==> config.mk <==
export PLATFORM = sky130hd
export DESIGN_NAME = wb_arb_2to1_flat
export DESIGN_NICKNAME = d
export VERILOG_FILES = /design/src/rtl/wb_arb_pkg.sv /design/src/rtl/wb_if.sv /design/src/rtl/wb_arb_timeout.sv /design/src/rtl/wb_arb_2to1.sv /design/src/flat_wrapper.sv
export SDC_FILE = /design/constraint.sdc
export NUM_CORES = 1
export LEC_CHECK = 0
export CAP_MARGIN = 20
export CELL_PAD_IN_SITES_DETAIL_PLACEMENT = 1
export CELL_PAD_IN_SITES_GLOBAL_PLACEMENT = 1
export CORE_MARGIN = 4
export CORE_UTILIZATION = 13
export DETAILED_ROUTE_END_ITERATION = 12
export PLACE_DENSITY = 0.89
export SYNTH_ARGS = -nofsm -noshare
export SYNTH_HDL_FRONTEND = slang
export SYNTH_SLANG_ARGS = --single-unit
==> constraint.sdc <==
create_clock -name clk_i -period 5.4 [get_ports clk_i]
set_input_delay 1.08 -clock clk_i [delete_from_list [all_inputs] [get_ports clk_i]]
set_output_delay 1.08 -clock clk_i [all_outputs]
set_load 0.02 [all_outputs]
==> src/rtl/wb_arb_pkg.sv <==
// Shared types and Wishbone cycle-type constants for the 2:1 Wishbone arbiter.
package wb_arb_pkg;

  typedef enum logic [1:0] {
    IDLE   = 2'b00,
    GNT_M0 = 2'b01,
    GNT_M1 = 2'b10
  } arb_state_t;

  typedef enum logic {
    M0 = 1'b0,
    M1 = 1'b1
  } master_t;

  localparam logic [2:0] CTI_CLASSIC = 3'b000;
  localparam logic [2:0] CTI_CONST   = 3'b001;
  localparam logic [2:0] CTI_INCR    = 3'b010;
  localparam logic [2:0] CTI_EOB     = 3'b111;

  localparam logic [1:0] BTE_LINEAR  = 2'b00;

endpackage

==> src/rtl/wb_if.sv <==
// Wishbone B3 bus bundle (no RTY); the master modport drives the request side.
interface wb_if #(
  parameter int AW = 32,
  parameter int DW = 32
);
  logic [AW-1:0]   adr;
  logic [DW-1:0]   dat_w;
  logic [DW-1:0]   dat_r;
  logic            cyc;
  logic            stb;
  logic            we;
  logic [DW/8-1:0] sel;
  logic [2:0]      cti;
  logic [1:0]      bte;
  logic            ack;
  logic            err;

  modport master (output adr, dat_w, cyc, stb, we, sel, cti, bte,
                  input  dat_r, ack, err);
  modport slave  (input  adr, dat_w, cyc, stb, we, sel, cti, bte,
                  output dat_r, ack, err);
endinterface

==> src/rtl/wb_arb_timeout.sv <==
// Slave no-response watchdog: pulses fire_o once a strobe has waited TIMEOUT cycles.
module wb_arb_timeout #(
  parameter int TIMEOUT = 256
) (
  input  logic clk_i,
  input  logic rst_i,
  input  logic clr_i,
  input  logic active_i,
  output logic fire_o
);

  if (TIMEOUT > 0) begin : g_wd
    localparam int CW = $clog2(TIMEOUT + 1);

    logic [CW-1:0] cnt_q, cnt_d;

    assign fire_o = (cnt_q == CW'(TIMEOUT));

    // NOTE: every variable written in always_comb gets a default first, so no latch is inferred.
    always_comb begin
      cnt_d = cnt_q;
      if (clr_i || fire_o || !active_i) cnt_d = '0;
      else                              cnt_d = cnt_q + CW'(1);
    end

    // NOTE: sequential state uses non-blocking assignments so all registers update together.
    always_ff @(posedge clk_i) begin
      if (rst_i) cnt_q <= '0;
      else       cnt_q <= cnt_d;
    end
  end else begin : g_off
    assign fire_o = 1'b0;
  end

endmodule

==> src/rtl/wb_arb_2to1.sv <==
// Two-master Wishbone B3 arbiter: round-robin on ties, grant held while the owner keeps CYC.
module wb_arb_2to1
  import wb_arb_pkg::*;
#(
  parameter int TIMEOUT           = 256,
  parameter bit M0_PRIO_AFTER_RST = 1'b1
) (
  input  logic clk_i,
  input  logic rst_i,
  wb_if.slave  m0,
  wb_if.slave  m1,
  wb_if.master s,
  output logic timeout_o
);

  localparam master_t LAST_RST = M0_PRIO_AFTER_RST ? M1 : M0;

  arb_state_t state_q, state_d;
  master_t    last_q, last_d;
  logic       own_m0, own_m1;
  logic       stb_raw;
  logic       fire;

  always_ff @(posedge clk_i) begin
    if (rst_i) begin
      state_q <= IDLE;
      last_q  <= LAST_RST;
    end else begin
      state_q <= state_d;
      last_q  <= last_d;
    end
  end

  always_comb begin
    state_d = state_q;
    last_d  = last_q;
    unique case (state_q)
      IDLE: begin
        if (m0.cyc && m1.cyc) state_d = (last_q == M1) ? GNT_M0 : GNT_M1;
        else if (m0.cyc)      state_d = GNT_M0;
        else if (m1.cyc)      state_d = GNT_M1;
      end
      // Handover goes straight to the waiting master, no idle bubble.
      GNT_M0:  if (!m0.cyc) state_d = m1.cyc ? GNT_M1 : IDLE;
      GNT_M1:  if (!m1.cyc) state_d = m0.cyc ? GNT_M0 : IDLE;
      default: state_d = IDLE;
    endcase
    if (state_d != state_q) begin
      if (state_d == GNT_M0)      last_d = M0;
      else if (state_d == GNT_M1) last_d = M1;
    end
  end

  assign own_m0 = (state_q == GNT_M0);
  assign own_m1 = (state_q == GNT_M1);

  always_comb begin
    s.cyc   = 1'b0;
    stb_raw = 1'b0;
    s.we    = 1'b0;
    s.adr   = '0;
    s.dat_w = '0;
    s.sel   = '0;
    s.cti   = CTI_CLASSIC;
    s.bte   = BTE_LINEAR;
    if (own_m0) begin
      s.cyc   = m0.cyc;
      stb_raw = m0.stb;
      s.we    = m0.we;
      s.adr   = m0.adr;
      s.dat_w = m0.dat_w;
      s.sel   = m0.sel;
      s.cti   = m0.cti;
      s.bte   = m0.bte;
    end else if (own_m1) begin
      s.cyc   = m1.cyc;
      stb_raw = m1.stb;
      s.we    = m1.we;
      s.adr   = m1.adr;
      s.dat_w = m1.dat_w;
      s.sel   = m1.sel;
      s.cti   = m1.cti;
      s.bte   = m1.bte;
    end
  end

  // A firing watchdog withdraws the strobe and answers the owner with ERR itself.
  assign s.stb     = stb_raw & ~fire;
  assign timeout_o = fire;

  assign m0.ack   = own_m0 & s.ack & ~rst_i;
  assign m0.err   = own_m0 & (s.err | fire) & ~rst_i;
  assign m1.ack   = own_m1 & s.ack & ~rst_i;
  assign m1.err   = own_m1 & (s.err | fire) & ~rst_i;
  assign m0.dat_r = s.dat_r;
  assign m1.dat_r = s.dat_r;

  wb_arb_timeout #(
    .TIMEOUT (TIMEOUT)
  ) u_timeout (
    .clk_i    (clk_i),
    .rst_i    (rst_i),
    .clr_i    (state_d != state_q),
    .active_i (stb_raw & ~s.ack & ~s.err),
    .fire_o   (fire)
  );

endmodule

==> src/flat_wrapper.sv <==
// flat-port wrapper written by rule: the top's interface ports become plain ports
module wb_arb_2to1_flat import wb_arb_pkg::*;
#(
  parameter int TIMEOUT           = 256,
  parameter bit M0_PRIO_AFTER_RST = 1'b1
)
  (clk_i, rst_i, timeout_o, m0_adr, m0_dat_w, m0_cyc, m0_stb, m0_we, m0_sel, m0_cti, m0_bte, m0_dat_r, m0_ack, m0_err, m1_adr, m1_dat_w, m1_cyc, m1_stb, m1_we, m1_sel, m1_cti, m1_bte, m1_dat_r, m1_ack, m1_err, s_adr, s_dat_w, s_cyc, s_stb, s_we, s_sel, s_cti, s_bte, s_dat_r, s_ack, s_err);
  wb_if #(.AW(32), .DW(32)) m0_i ();
  wb_if #(.AW(32), .DW(32)) m1_i ();
  wb_if #(.AW(32), .DW(32)) s_i ();
  input  logic clk_i;
  input  logic rst_i;
  output logic timeout_o;
  input wire logic [$bits(m0_i.adr)-1:0] m0_adr;
  input wire logic [$bits(m0_i.dat_w)-1:0] m0_dat_w;
  input wire logic [$bits(m0_i.cyc)-1:0] m0_cyc;
  input wire logic [$bits(m0_i.stb)-1:0] m0_stb;
  input wire logic [$bits(m0_i.we)-1:0] m0_we;
  input wire logic [$bits(m0_i.sel)-1:0] m0_sel;
  input wire logic [$bits(m0_i.cti)-1:0] m0_cti;
  input wire logic [$bits(m0_i.bte)-1:0] m0_bte;
  output wire logic [$bits(m0_i.dat_r)-1:0] m0_dat_r;
  output wire logic [$bits(m0_i.ack)-1:0] m0_ack;
  output wire logic [$bits(m0_i.err)-1:0] m0_err;
  input wire logic [$bits(m1_i.adr)-1:0] m1_adr;
  input wire logic [$bits(m1_i.dat_w)-1:0] m1_dat_w;
  input wire logic [$bits(m1_i.cyc)-1:0] m1_cyc;
  input wire logic [$bits(m1_i.stb)-1:0] m1_stb;
  input wire logic [$bits(m1_i.we)-1:0] m1_we;
  input wire logic [$bits(m1_i.sel)-1:0] m1_sel;
  input wire logic [$bits(m1_i.cti)-1:0] m1_cti;
  input wire logic [$bits(m1_i.bte)-1:0] m1_bte;
  output wire logic [$bits(m1_i.dat_r)-1:0] m1_dat_r;
  output wire logic [$bits(m1_i.ack)-1:0] m1_ack;
  output wire logic [$bits(m1_i.err)-1:0] m1_err;
  output wire logic [$bits(s_i.adr)-1:0] s_adr;
  output wire logic [$bits(s_i.dat_w)-1:0] s_dat_w;
  output wire logic [$bits(s_i.cyc)-1:0] s_cyc;
  output wire logic [$bits(s_i.stb)-1:0] s_stb;
  output wire logic [$bits(s_i.we)-1:0] s_we;
  output wire logic [$bits(s_i.sel)-1:0] s_sel;
  output wire logic [$bits(s_i.cti)-1:0] s_cti;
  output wire logic [$bits(s_i.bte)-1:0] s_bte;
  input wire logic [$bits(s_i.dat_r)-1:0] s_dat_r;
  input wire logic [$bits(s_i.ack)-1:0] s_ack;
  input wire logic [$bits(s_i.err)-1:0] s_err;
  assign m0_i.adr = m0_adr;
  assign m0_i.dat_w = m0_dat_w;
  assign m0_i.cyc = m0_cyc;
  assign m0_i.stb = m0_stb;
  assign m0_i.we = m0_we;
  assign m0_i.sel = m0_sel;
  assign m0_i.cti = m0_cti;
  assign m0_i.bte = m0_bte;
  assign m0_dat_r = m0_i.dat_r;
  assign m0_ack = m0_i.ack;
  assign m0_err = m0_i.err;
  assign m1_i.adr = m1_adr;
  assign m1_i.dat_w = m1_dat_w;
  assign m1_i.cyc = m1_cyc;
  assign m1_i.stb = m1_stb;
  assign m1_i.we = m1_we;
  assign m1_i.sel = m1_sel;
  assign m1_i.cti = m1_cti;
  assign m1_i.bte = m1_bte;
  assign m1_dat_r = m1_i.dat_r;
  assign m1_ack = m1_i.ack;
  assign m1_err = m1_i.err;
  assign s_adr = s_i.adr;
  assign s_dat_w = s_i.dat_w;
  assign s_cyc = s_i.cyc;
  assign s_stb = s_i.stb;
  assign s_we = s_i.we;
  assign s_sel = s_i.sel;
  assign s_cti = s_i.cti;
  assign s_bte = s_i.bte;
  assign s_i.dat_r = s_dat_r;
  assign s_i.ack = s_ack;
  assign s_i.err = s_err;
  wb_arb_2to1 #(.TIMEOUT(TIMEOUT), .M0_PRIO_AFTER_RST(M0_PRIO_AFTER_RST)) u_core (.clk_i(clk_i), .rst_i(rst_i), .m0(m0_i), .m1(m1_i), .s(s_i), .timeout_o(timeout_o));
endmodule
==> metrics list <==
- Entering global routing, the biggest net connects 48 pins.
- In this run, the number of DRC markers left after iteration 0 of detailed routing was 86.
- Count of buffers added by post-CTS timing repair for setup: 0
- Outcome: completed
* Via count of the routed design: 2485
* Worst path bufs/invs: 1
- Clk pin slew, worst setup/hold paths: 0.05 ns
- Headroom to the max-slew limit: 37.16%
* Fraction of layout instances using a drive strength above 1: 3.038%
* Largest family of logic cells by synthesized area: compound AO/OA/AOI/OAI gates
- The synthesized netlist occupies a cell area of 1908 um2.
- Setup TNS Final: 0 ns
- The number of nets in the synthesized netlist is 427.
- For this run, the leading register cell type out of synthesis is dfxtp_1.
* Initial Utilization: 13.18%
* Launching element type of the critical path: flip-flop
- Wire length reported by the detailed router: 11860 um
* Final worst path period need: 3.868 ns
- All-Layer GR Usage: 12.56%
- TritonCTS built the clock tree.
- Placer's final routability congestion estimate: 0.7489
- Class of the most critical hold timing path: reg -> reg
* CP cell instances: or4_4, o41ai_2, and3_1, clkdlybuf4s50_1
- From left edge to right edge, the die measures 129.2 um.
* Leakage dissipation: 1.482 nW
- Using the TritonRoute via totals, the vias-per-cell ratio works out to 4.292.
- Clock root buffer master: clkbuf_16
- Number of instances resized during post-cts repair: 0
- For the pin with the worst max-slew slack, the measured transition is 0.9324 ns.
- Yosys printed 0 warnings.
* Unrepaired setup endpoints after global routing: false
* Cell with the largest stage delay on the worst path: o41ai_2
- The tree built by TritonCTS fans out to 12 sinks.
- Area fraction in and, or, nand and nor cells after synthesis: 11.15%
- The first global-routing pass estimated 16360 um of wire.
- The synthesized netlist contains 34 unique library cells.
- Vias in the first global route: 2687
- Across the VDD grid, the largest voltage drop is 0.08047 mV.
* Gr ovfl total: 0
* Cell Area, Placed: 3983 um2
- In this run the number of H-tree levels came out at 1.
- Arrival time reported for the critical path endpoint: 2.79 ns
- Sequential elements use 12.59% of the synthesized area.
- Of the total synthesized cell area, the portion taken by XOR and XNOR cells is 1.377%.
- Start point of the critical path: u_core.u_timeout.g_wd.cnt_q[4]$_SDFF_PP0_
- Quantity of I/O buffers inserted on ports: 236
- Of the total synthesized cell area, the portion taken by full adders, half adders and majority gates is 1.967%.
* Synth Area per Inst: 8.085 um2
- The repair_antennas step left the layout with diodes totalling 0.
* Max clock buf depth: 2
- Number of buffers created by CTS: 3
- Number of max-capacitance violations reported: 0
* Launch instance of the worst register-to-register path: u_core.state_q[1]$_SDFF_PP0_
- Setup Slack @ Placement: 1.703 ns
* Worst setup EP type: output pin
* Async set or reset register ratio after synthesis: 0%
- The final count of pins violating max slew came to 0.
- The cell count after synthesis came out at 236.
- Hold repair after CTS inserted 0 buffers.
- Initial DRT Pass Iterations: 4
- Clock insertion delay at the later pin of the skew report: 0.24 ns
* Antenna violation net count after detailed routing: 0
- The die covers 16680 um2.
- Of all nets on the critical path, the largest fanout is 11.
* Tcrit/Tclk final: 71.63%
* Fmax: 258.5 MHz
- The hold violation count in the final report was 0.
- Setup violations remaining at the end of the flow were counted as 0.
- Nets: 587
* Worst Setup Slack, final: 1.532 ns
* Routed WL per cell: 20.49 um
* DRC violation count after routing: 0
- Once layout is done, the placed cells without fillers occupy 4071 um2.
- Broken down by cell family, the worst path's largest delay share belongs to simple AND/OR/NAND/NOR gates.
- In this run the count of I/O pins placed on the die edge is 333.
- Die height: 129.2 um
- For the final database, setup skew stands at 0.001630 ns.
* Mux contribution to synthesized area: 0.5246%
- Sum of net half-perimeters after detailed placement: 9822 um
- Counting flops and latches in the post-synthesis netlist gives 12.
- Data on the critical path is required at its endpoint by 4.32 ns.
- Area growth from synthesis to layout: 113.4%
* Compound-gate portion of the synthesized area: 41.44%
- Largest stage delay, worst path: 0.76 ns
- The initial antenna violation count was 0.
- Power per cell area: 148.1 nW/um2
* Startpoint-to-endpoint class of the critical path: reg -> out
- The startpoint identified for the worst hold timing path is u_core.last_q$_SDFFE_PP1P_.
* Std-Cell Rows: 44
- Counting flops with a built-in enable in the synthesized netlist gives 0.
- The total area inside the core boundary comes to 14480 um2.
-- cells in the mapped netlist (all sizes together) (2+ instances only) --
master	number	area, um2
nor4	6	37.54
nand2	2	7.510
clkbuf	7	26.28
and3	5	31.28
inv	6	22.52
a22o	74	648.1
nand3b	2	15.01
o21ai	5	25.02
a2111oi	5	46.30
xor2	2	17.52
nor2	3	11.26
or3	4	25.02
nor2b	3	18.77
ha	3	37.54
buf	77	541.8
a21oi	2	10.01
dfxtp	12	240.2
nand3	5	25.02
-- state kept, by name (all words and copies together), names as in the netlist --
register                     cells
u_core.u_timeout.g_wd.cnt_q      9
u_core.state_q                   2
u_core.last_q                    1
-- placed cells by master (no fill, tap or decap), types with 2 or more instances in the layout --
cell type,n
a2111oi_0,3
a2111oi_1,2
a21oi_1,2
a22o_1,74
and3_1,5
buf_4,2
clkbuf_16,3
clkdlybuf4s50_1,236
dfxtp_1,12
ha_1,3
inv_1,6
nand2_1,2
nand3_1,5
nand3b_1,2
nor2_1,3
nor2b_4,2
nor4_1,6
o21ai_0,5
or3_1,4
xor2_1,2
-- worst reg2reg max path, cell delays in order, from the launching register on --
cell and delay, ns:
dfxtp_1 0.52, nor2b_4 0.75, buf_12 0.35, a211oi_2 0.23
a2111oi_0 0.33
-- power breakdown --
group	internal (mW)	switching (mW)
Clock	0.112	0.0407
Sequential	0.0907	0.00325
Combinational	0.210	0.147
Total	0.412	0.191
-- final timing paths --
kind	end	slack, ns	cells after the start
setup / recovery	m0_err	1.53	4
hold / removal	u_core.last_q$_SDFFE_PP1P_	0.54	2
setup reg to reg	u_core.u_timeout.g_wd.cnt_q[6]$_SDFF_PP0_	3.10	4
hold reg to reg	u_core.last_q$_SDFFE_PP1P_	0.54	2
-- cell families (layout without fill, tap and decap cells) --
group	after synthesis	in the layout
buf+inv	90	249
flops	12	12
compound gates	92	92
xor+xnor	3	3
simple gates	35	35
mux	1	1
fa+ha+maj	3	3
-- final cells by class --
type,instances,area (um2)
fillers,1691,10410
flip-flops and latches,12,240.2
repair buffers,239,2397
clock buffers,4,88.84
inverters,6,22.52
multi-input cells,134,1092
well taps,184,230.2
-- layer usage --
metal  up-vias  global-route usage [%]  wire, um  share of wire [%]
met5         -                       0         0                  0
li1       1163                       -         -                  -
met2       147                   23.51      6336                 53
met3        31                   4.658      1239                 10
met4         0                   3.397       229                1.9
met1      1144                   13.15      4055                 34
-- metrics by stage --
stage	util (%)	instances	hold WS (ns)	power, mW
finish	28.12	579	0.5380	0.6030
global route	28.12	579	0.6024	0.6275
CTS	28.12	579	0.5441	0.6102
detailed placement	27.51	575	0.5319	0.4553
global placement	27.51	575	0.4940	0.4499
floorplan	-	236	0.4697	0.2962
Power figures use the tool's default switching activity.
